<file path="config.mk">
export PLATFORM = sky130hd
export DESIGN_NAME = disp_scan_mux
export DESIGN_NICKNAME = d
export VERILOG_FILES = /design/src/rtl/disp_pkg.sv /design/src/rtl/tick_gen.sv /design/src/rtl/disp_scan_mux.sv
export SDC_FILE = /design/constraint.sdc
export NUM_CORES = 1
export LEC_CHECK = 0
export ABC_AREA = 0
export BUFFER_PORTS_ARGS = -buffer_cell sky130_fd_sc_hd__clkbuf_2
export CAP_MARGIN = 40
export CORE_MARGIN = 2
export CORE_UTILIZATION = 50
export DETAILED_ROUTE_END_ITERATION = 16
export PLACE_DENSITY_LB_ADDON = 0.2
export SETUP_SLACK_MARGIN = 0.2
export SYNTH_ARGS = -nofsm -noshare
export SYNTH_HDL_FRONTEND = slang
export SYNTH_SLANG_ARGS = --single-unit
</file>
<file path="constraint.sdc">
create_clock -name clk -period 2.3 [get_ports clk]
set_input_delay 0.46 -clock clk [delete_from_list [all_inputs] [get_ports clk]]
set_output_delay 0.46 -clock clk [all_outputs]
set_load 0.01 [all_outputs]
</file>
<file path="src/rtl/disp_pkg.sv">
// Shared constants and helpers for the seven-segment display path.
package disp_pkg;

    localparam int unsigned BCD_W   = 4;
    localparam int unsigned MAX_DIG = 32;

    localparam logic [BCD_W-1:0] BLANK_CODE = 4'hF;
    localparam logic             DP_OFF     = 1'b1;

    // All-anodes-off vector: low n bits set, caller truncates to its digit count.
    function automatic logic [MAX_DIG-1:0] an_off(input int unsigned n);
        logic [MAX_DIG-1:0] v;
        v = '0;
        for (int unsigned i = 0; i < MAX_DIG; i++) begin
            if (i < n) begin
                v[i] = 1'b1;
            end
        end
        return v;
    endfunction

endpackage

</file>
<file path="src/rtl/tick_gen.sv">
// Free-running prescaler; tick is high during the cycle the count sits at DIV-1.
module tick_gen #(
    parameter int unsigned DIV = 50000
) (
    input  logic clk,
    input  logic rst,
    output logic tick
);

    localparam int unsigned CNT_W = (DIV > 1) ? $clog2(DIV) : 1;
    localparam logic [CNT_W-1:0] CNT_LAST = CNT_W'(DIV - 1);

    logic [CNT_W-1:0] cnt;
    logic [CNT_W-1:0] cnt_nxt;

    // Next count with wrap at DIV-1.
    always_comb begin
        cnt_nxt = cnt + CNT_W'(1);
        if (cnt == CNT_LAST) begin
            cnt_nxt = '0;
        end
    end

    // Count register; tick is registered from the next count so it lines up with cnt == DIV-1.
    always_ff @(posedge clk or posedge rst) begin
        if (rst) begin
            cnt  <= '0;
            tick <= (CNT_LAST == '0);
        end else begin
            cnt  <= cnt_nxt;
            tick <= (cnt_nxt == CNT_LAST);
        end
    end

endmodule

</file>
<file path="src/rtl/disp_scan_mux.sv">
// Scans NDIG snapshotted BCD digits onto one shared digit bus with active-low anodes.
module disp_scan_mux
    import disp_pkg::*;
#(
    parameter int unsigned NDIG = 4,
    parameter int unsigned DIV  = 50000
) (
    input  logic                    clk,
    input  logic                    rst,
    input  logic [BCD_W*NDIG-1:0]   digits_in,
    input  logic [NDIG-1:0]         dp_in,
    input  logic                    lz_en,
    input  logic                    enable,
    output logic [BCD_W-1:0]        digit_out,
    output logic                    dp_out,
    output logic [NDIG-1:0]         an_out,
    output logic                    frame_start
);

    localparam int unsigned IDX_W = (NDIG > 1) ? $clog2(NDIG) : 1;
    localparam int unsigned DW    = BCD_W * NDIG;
    localparam logic [IDX_W-1:0] IDX_LAST = IDX_W'(NDIG - 1);
    localparam logic [NDIG-1:0]  AN_OFF   = NDIG'(an_off(NDIG));

    logic                  tick;
    logic [IDX_W-1:0]      idx;
    logic [IDX_W-1:0]      idx_nxt;
    logic                  new_frame;
    logic [DW-1:0]         snap_digits;
    logic [NDIG-1:0]       snap_dp;
    logic [NDIG-1:0]       snap_blank;
    logic [NDIG-1:0]       blank_live;
    logic [BCD_W-1:0]      sel_digit;
    logic                  sel_dp;
    logic                  sel_blank;

    tick_gen #(
        .DIV (DIV)
    ) u_tick_gen (
        .clk  (clk),
        .rst  (rst),
        .tick (tick)
    );

    // Slot index to be entered on the next tick edge.
    always_comb begin
        idx_nxt = idx + IDX_W'(1);
        if (idx == IDX_LAST) begin
            idx_nxt = '0;
        end
        new_frame = (idx_nxt == '0);
    end

    // Leading-zero blank vector from the live inputs, latched only at frame capture.
    always_comb begin
        logic zero_run;
        blank_live = '0;
        zero_run   = 1'b1;
        for (int i = int'(NDIG) - 1; i >= 1; i--) begin
            zero_run      = zero_run && (digits_in[BCD_W*i +: BCD_W] == '0) && !dp_in[i];
            blank_live[i] = lz_en && zero_run;
        end
    end

    // Digit source for the slot being entered; digit 0 bypasses the snapshot with the values being captured.
    always_comb begin
        sel_digit = snap_digits[{idx_nxt, 2'b00} +: BCD_W];
        sel_dp    = snap_dp[idx_nxt];
        sel_blank = snap_blank[idx_nxt];
        if (new_frame) begin
            sel_digit = digits_in[BCD_W-1:0];
            sel_dp    = dp_in[0];
            sel_blank = 1'b0;
        end
    end

    // Index, frame snapshot and output registers, all advancing together on the tick edge.
    always_ff @(posedge clk or posedge rst) begin
        if (rst) begin
            idx         <= IDX_LAST;
            snap_digits <= '0;
            snap_dp     <= '0;
            snap_blank  <= '0;
            an_out      <= AN_OFF;
            digit_out   <= BLANK_CODE;
            dp_out      <= DP_OFF;
            frame_start <= 1'b0;
        end else begin
            frame_start <= tick && new_frame;
            if (tick) begin
                idx <= idx_nxt;
                if (new_frame) begin
                    snap_digits <= digits_in;
                    snap_dp     <= dp_in;
                    snap_blank  <= blank_live;
                end
                if (!enable || sel_blank) begin
                    an_out    <= AN_OFF;
                    digit_out <= BLANK_CODE;
                    dp_out    <= DP_OFF;
                end else begin
                    an_out    <= AN_OFF & ~(NDIG'(1) << idx_nxt);
                    digit_out <= sel_digit;
                    dp_out    <= ~sel_dp;
                end
            end
        end
    end

endmodule

</file>
==> results.yml, run 1 <==
status:
  outcome: "finished, final reports clean"
placement:
  dp_hpwl_um: 3850
  placed_area_um2: 2840
  gp_congestion: 0.767
  port_buffers: 33
logic_synthesis:
  synth_top_family_by_area: "simple AND/OR/NAND/NOR gates"
  netlist_top_cells_count: "dfrtp_1, mux2_2, nor2_1, nand2_1, o21ai_0"
  synth_edf_count: 0
  yosysSeqAreaShare_pct: 50.4
  yosys-mux-area-fraction_pct: 10.6
  mappedNetlistNets: 270
  synthSimpleGateAreaFrac_pct: 15.1
  async_reset_ff_share_pct: 100
  synth_xor_area_share_pct: 3.69
  ys_types: 46
  synth_compound_area_share_pct: 12.4
  synthesis.area_um2: 2610
  synth.avg_cell_area_um2: 10.9
  synth_area_leaders: "dfrtp_1, dfstp_2, mux2_2"
  synth_seq_cells: 52
  synth_top_cell_area_share_pct: 39.3
  post-synth-top-count-cell: "dfrtp_1"
  synth_cells: 240
  ys_warn_count: 0
  ys_dominant_reg_cell: "dfrtp_1"
  synthAdderAreaFrac_pct: 2.88
  yosysTopAreaCell: "dfrtp_1"
drt:
  via_per_inst: 5.52
  drtPass1Iterations: 4
  drc_errors: 0
  first_iter_violations: 117
  routed-via-count: 1916
  wl_per_cell_um: 14.7
  antenna_left: 0
  wl_um: 5090
floorplanning:
  core_um2: 5070
  die-area_um2: 5810
  die_h_um: 76.2
  rows: 26
  start_util_pct: 51.4
  ios: 34
  die_w_um: 76.2
clock_tree:
  cts_root_buf: "clkbuf_8"
  clkTransAtPathRegs_ns: 0.10
  cts.sinks: 52
  numCtsBuffers: 5
  clock_latency_ns: 0.30
  hold_buffers: 0
  clock_path_buffers: 2
  cts_max_level: 2
  cts_tree: "yes"
power:
  p_switching_uw: 334
  finalPower_uw: 1600
  pwr-share-comb_pct: 3.7
  power.share.clock_pct: 38.8
  powerDensity_nw_per_um2: 539
  p_leak_uw: 0.00136
  p_int_uw: 1270
  p_seq_share_pct: 57.6
  sw_frac_of_total_pct: 20.8
  ir_worst_vdd_mv: 0.299
finish:
  seqCellArea_um2: 1320
  drive_gt1_share_pct: 32.1
  final_area_um2: 2980
  multiInputGateArea_um2: 1170
  num_antenna_cells: 0
  syn_to_final_growth_pct: 14.1
  final_util_pct: 58.6
  fill_cells: 465
  nets: 306
timing:
  finalSetupTns_ns: 0
  worst_pin_slew_ns: 0.461
  hold_viol: 0
  rsz0062_at_grt: "false"
  max_freq_mhz: 510
  slew_headroom_pct: 69.2
  fin_skew_ns: 0.00784
  slew_violations: 0
  finalCritPeriodShare_pct: 85.2
  finalCriticalPeriod_ns: 1.96
  setup_viol: 0
grt:
  grt_pass1_wl_um: 8640
  grt_start_max_net_pins: 33
  antenna_found_initial: 0
  grt_pass1_vias: 1786
  track_usage_pct: 18.4
  grt_overflow: 0
hold_path:
  hold_path.class: "in2async"
critical_path:
  worst-setup-path-type: "reg2reg"
  crit_required_ns: 2.53
  cp-start-kind: "register"
  cp_max_fo: 8
  arrival_ns: 2.18
  cp-end-kind: "register"
job:
  cap_violations: 0
power groups by stage:
| stage | Combinational (µW) | Sequential [µW] | Clock (µW) |
|---|---|---|---|
| 2_1_floorplan | 24.1 | 939 | 0 |
| 3_3_place_gp | 59.1 | 940 | 0 |
| 3_5_place_dp | 60.7 | 940 | 0 |
| 4_1_cts | 61.0 | 923 | 638 |
| 5_1_grt | 66.9 | 924 | 668 |
| 6_report | 58.5 | 923 | 621 |
final timing paths:
kind | startpoint | to | slack (ns) | cells after the start
max | idx[0]$_DFFE_PP1P_ | digit_out[0]$_DFFE_PP1P_ | 0.34 | 8
max in group asynchronous | rst | idx[1]$_DFFE_PP1P_ | 1.57 | 3
max reg2reg | idx[0]$_DFFE_PP1P_ | digit_out[0]$_DFFE_PP1P_ | 0.34 | 8
min | rst | snap_digits[2]$_DFFE_PP0P_ | 0.14 | 2
min in group clk | enable | an_out[0]$_DFFE_PP1P_ | 0.29 | 2
min reg2reg | an_out[0]$_DFFE_PP1P_ | an_out[0]$_DFFE_PP1P_ | 0.49 | 2
state kept, by name, summed over array words and instances (netlist names):
signal / count
an_out: 4
digit_out: 4
dp_out: 1
frame_start: 1
idx: 2
snap_blank: 3
snap_digits: 16
snap_dp: 4
u_tick_gen.cnt: 16
u_tick_gen.tick: 1
worst max-delay path: stages, from the launching register on:
cell and delay [ns]:
dfstp_2 0.54, inv_1 0.08, ha_1 0.38, buf_4 0.19
nand3_1 0.08, o21ai_0 0.12, a21boi_2 0.25, buf_4 0.16
a31oi_1 0.08
per-layer routing:
| metal | global-route usage (%) | vias to the layer above | wire [µm] |
|---|---|---|---|
| li1 | - | 940 | - |
| met1 | 28.4 | 927 | 2620 |
| met2 | 26.5 | 44 | 2210 |
| met3 | 3.08 | 5 | 217 |
| met4 | 5.45 | 0 | 49 |
| met5 | 0 | - | 0 |
layout by cell type, fill, tap and decap left out, types with 7 or more instances in the layout:
cell,instances
mux2_2,20
o21ai_0,13
nand2_1,16
nand3_1,8
a31oi_1,11
inv_1,7
clkbuf_2,33
dfstp_2,11
buf_4,9
dfrtp_1,41
nor2_1,17
layout make-up:
type / instances / area share (%)
well taps: 70 / 2.94
clock buffers: 5 / 2.31
clock inverters: 3 / 1.43
repair buffers: 43 / 8.49
flip-flops and latches: 52 / 44.2
inverters: 9 / 1.14
multi-input cells: 165 / 39.5
what timing repair did:
| action | CTS | global route |
|---|---|---|
| resized for setup | 0 | 2 |
| setup buffers | 0 | 2 |
| endpoints found under the setup margin | 0 | 5 |
cells by family (layout without fill, tap and decap cells):
logic type	after synthesis	count (layout)
mux	24	24
buf+inv	23	60
simple gates	75	75
xor+xnor	11	11
compound gates	49	49
flops	52	52
fa+ha+maj	6	6
per-stage QoR:
| step | hold WS [ns] | worst slack, ns | cells |
|---|---|---|---|
| 4_1_cts | 0.161 | 0.254 | 345 |
| 5_1_grt | 0.189 | 0.219 | 347 |
| 2_1_floorplan | 0.448 | 0.216 | 240 |
| 3_5_place_dp | 0.480 | 0.272 | 337 |
| 6_report | 0.143 | 0.341 | 347 |
| 3_3_place_gp | 0.473 | 0.349 | 337 |
No activity file was read; power rests on OpenSTA's default activity.
==> inputs of run 2 (changes only) <==
- RECOVER_POWER: default -> 100
==> run 2 against run 1 <==
  * Sequential share of layout area rose by 0.62 points
  * Wire length rose by 0.29%
  * Register-to-register slack got worse by 0.05 ns
  * Maximum frequency fell by 2.5%
  * Clock power barely moved
==> results.yml, run 2 (same netlist as run 1, synthesis figures left out) <==
drt:
  wl_per_cell_um: 14.7
  routed-via-count: 1920
  antenna_left: 0
  wl_um: 5110
  drc_errors: 0
  first_iter_violations: 116
  drtPass1Iterations: 4
  via_per_inst: 5.53
placement:
  port_buffers: 33
  gp_congestion: 0.767
  dp_hpwl_um: 3850
  placedCellCount: 337
critical_path:
  crit_required_ns: 2.53
  critical_path.max_stage_delay_ns: 0.54
  worst-setup-path-type: "reg2reg"
  path_buf_inv: 3
  cp-start-kind: "register"
  crit_family: "flip-flops"
  cp_max_fo: 8
  cp_slowest_cell: "dfstp_1"
  cp-end-kind: "register"
  path_cells: "inv_1 -> ha_1 -> buf_4 -> nand3_1 -> o21ai_0 -> a21boi_2 -> clkbuf_1 -> a31oi_1"
  arrival_ns: 2.24
timing:
  setup_viol: 0
  rsz0062_at_grt: "false"
  finalCritPeriodShare_pct: 87.4
  finalCriticalPeriod_ns: 2.01
  max_freq_mhz: 497
  hold_viol: 0
  worst_pin_slew_ns: 0.786
  fin_skew_ns: 0.00688
  slew_violations: 0
  slew_headroom_pct: 47.6
  finalSetupTns_ns: 0
finish:
  final_common_cell: "dfrtp_1"
  reg_top3: "snap_digits (16), u_tick_gen.cnt (16)"
  num_antenna_cells: 0
  drive_gt1_share_pct: 25.6
  final_cell_mix: "dfrtp_1, clkbuf_2, mux2_2, nor2_1, nand2_1"
  layout.cells.non_filler: 347
  syn_to_final_growth_pct: 12.5
  nets: 306
floorplanning:
  die_w_um: 76.2
  ios: 34
  start_util_pct: 51.4
  rows: 26
  core_um2: 5070
  die_h_um: 76.2
  die-area_um2: 5810
grt:
  grt_start_max_net_pins: 33
  grt_overflow: 0
  grt_pass1_vias: 1786
  track_usage_pct: 18.4
  grt_pass1_wl_um: 8640
  antenna_found_initial: 0
clock_tree:
  cts_max_level: 2
  clock_latency_ns: 0.30
  hold_buffers: 0
  cts.sinks: 52
  clkTransAtPathRegs_ns: 0.09
  cts_root_buf: "clkbuf_8"
  cts_tree: "yes"
  numCtsBuffers: 5
  clock_path_buffers: 2
power:
  finalPower_uw: 1600
  powerDensity_nw_per_um2: 545
  ir_worst_vdd_mv: 0.297
  p_leak_uw: 0.00132
status:
  outcome: "finished, final reports clean"
hold_path:
  hold_path.class: "in2async"
job:
  cap_violations: 0
## run 2: cell types whose count changed in the layout (fill, tap and decap cells not counted), sizes merged
cell    before  now
clkbuf      38   43
buf         10    5
## run 2: cell type report
cell class | count | area (µm²)
Fill cell | 476 | 2140
Sequential cell | 52 | 1320
Multi-Input combinational cell | 165 | 1160
Timing Repair Buffer | 43 | 221
Tap cell | 70 | 87.6
Clock buffer | 5 | 68.8
Clock inverter | 3 | 42.5
Inverter | 9 | 33.8
## run 2: report_power, final
group | internal [µW] | switching [µW] | leakage (µW)
Sequential | 919 | 2.96 | 0.000643
Combinational | 23.0 | 32.0 | 0.000623
Clock | 323 | 298 | 0.0000558
Total | 1260 | 333 | 0.00132
## run 2: worst paths after layout
kind | slack (ns) | start | endpoint | depth (start not counted)
setup / recovery | 0.29 | idx[0]$_DFFE_PP1P_ | digit_out[0]$_DFFE_PP1P_ | 8
hold / removal | 0.27 | rst | u_tick_gen.cnt[14]$_DFF_PP0_ | 2
setup reg to reg | 0.29 | idx[0]$_DFFE_PP1P_ | digit_out[0]$_DFFE_PP1P_ | 8
hold reg to reg | 0.50 | snap_blank[1]$_DFFE_PP0P_ | snap_blank[1]$_DFFE_PP0P_ | 2
max in group asynchronous | 0.79 | rst | snap_digits[15]$_DFFE_PP0P_ | 3
min in group clk | 0.30 | enable | an_out[0]$_DFFE_PP1P_ | 2
## run 2: layer usage
layer | up-vias | track usage, % | wire [µm]
li1 | 941 | - | -
met1 | 932 | 28.4 | 2650
met2 | 42 | 26.5 | 2200
met3 | 5 | 3.08 | 204
met4 | 0 | 5.45 | 49
met5 | - | 0 | 0
## run 2: metrics by stage
stage	hold slack, ns	instance area [µm²]	util (%)	setup slack (ns)
floorplan	0.448	2620	-	0.216
global placement	0.473	2840	56.0	0.349
detailed placement	0.480	2840	56.0	0.272
CTS	0.161	2960	58.2	0.254
global route	0.304	2930	57.8	0.135
finish	0.270	2930	57.8	0.290
## run 2: what timing repair did
item	4_1_cts	5_1_grt
resized for setup	0	2
setup endpoints to repair	0	5
setup buffers	0	2
## run 2: worst register-to-register path: cells and delay by family (launching register included)
kind                     cells  cell delay, ns
AND/OR/NAND/NOR              1            0.08
AO/OA/AOI/OAI                3            0.47
flip-flops                   1            0.54
adder cells (fa/ha/maj)      1            0.38
buffers and inverters        3            0.47
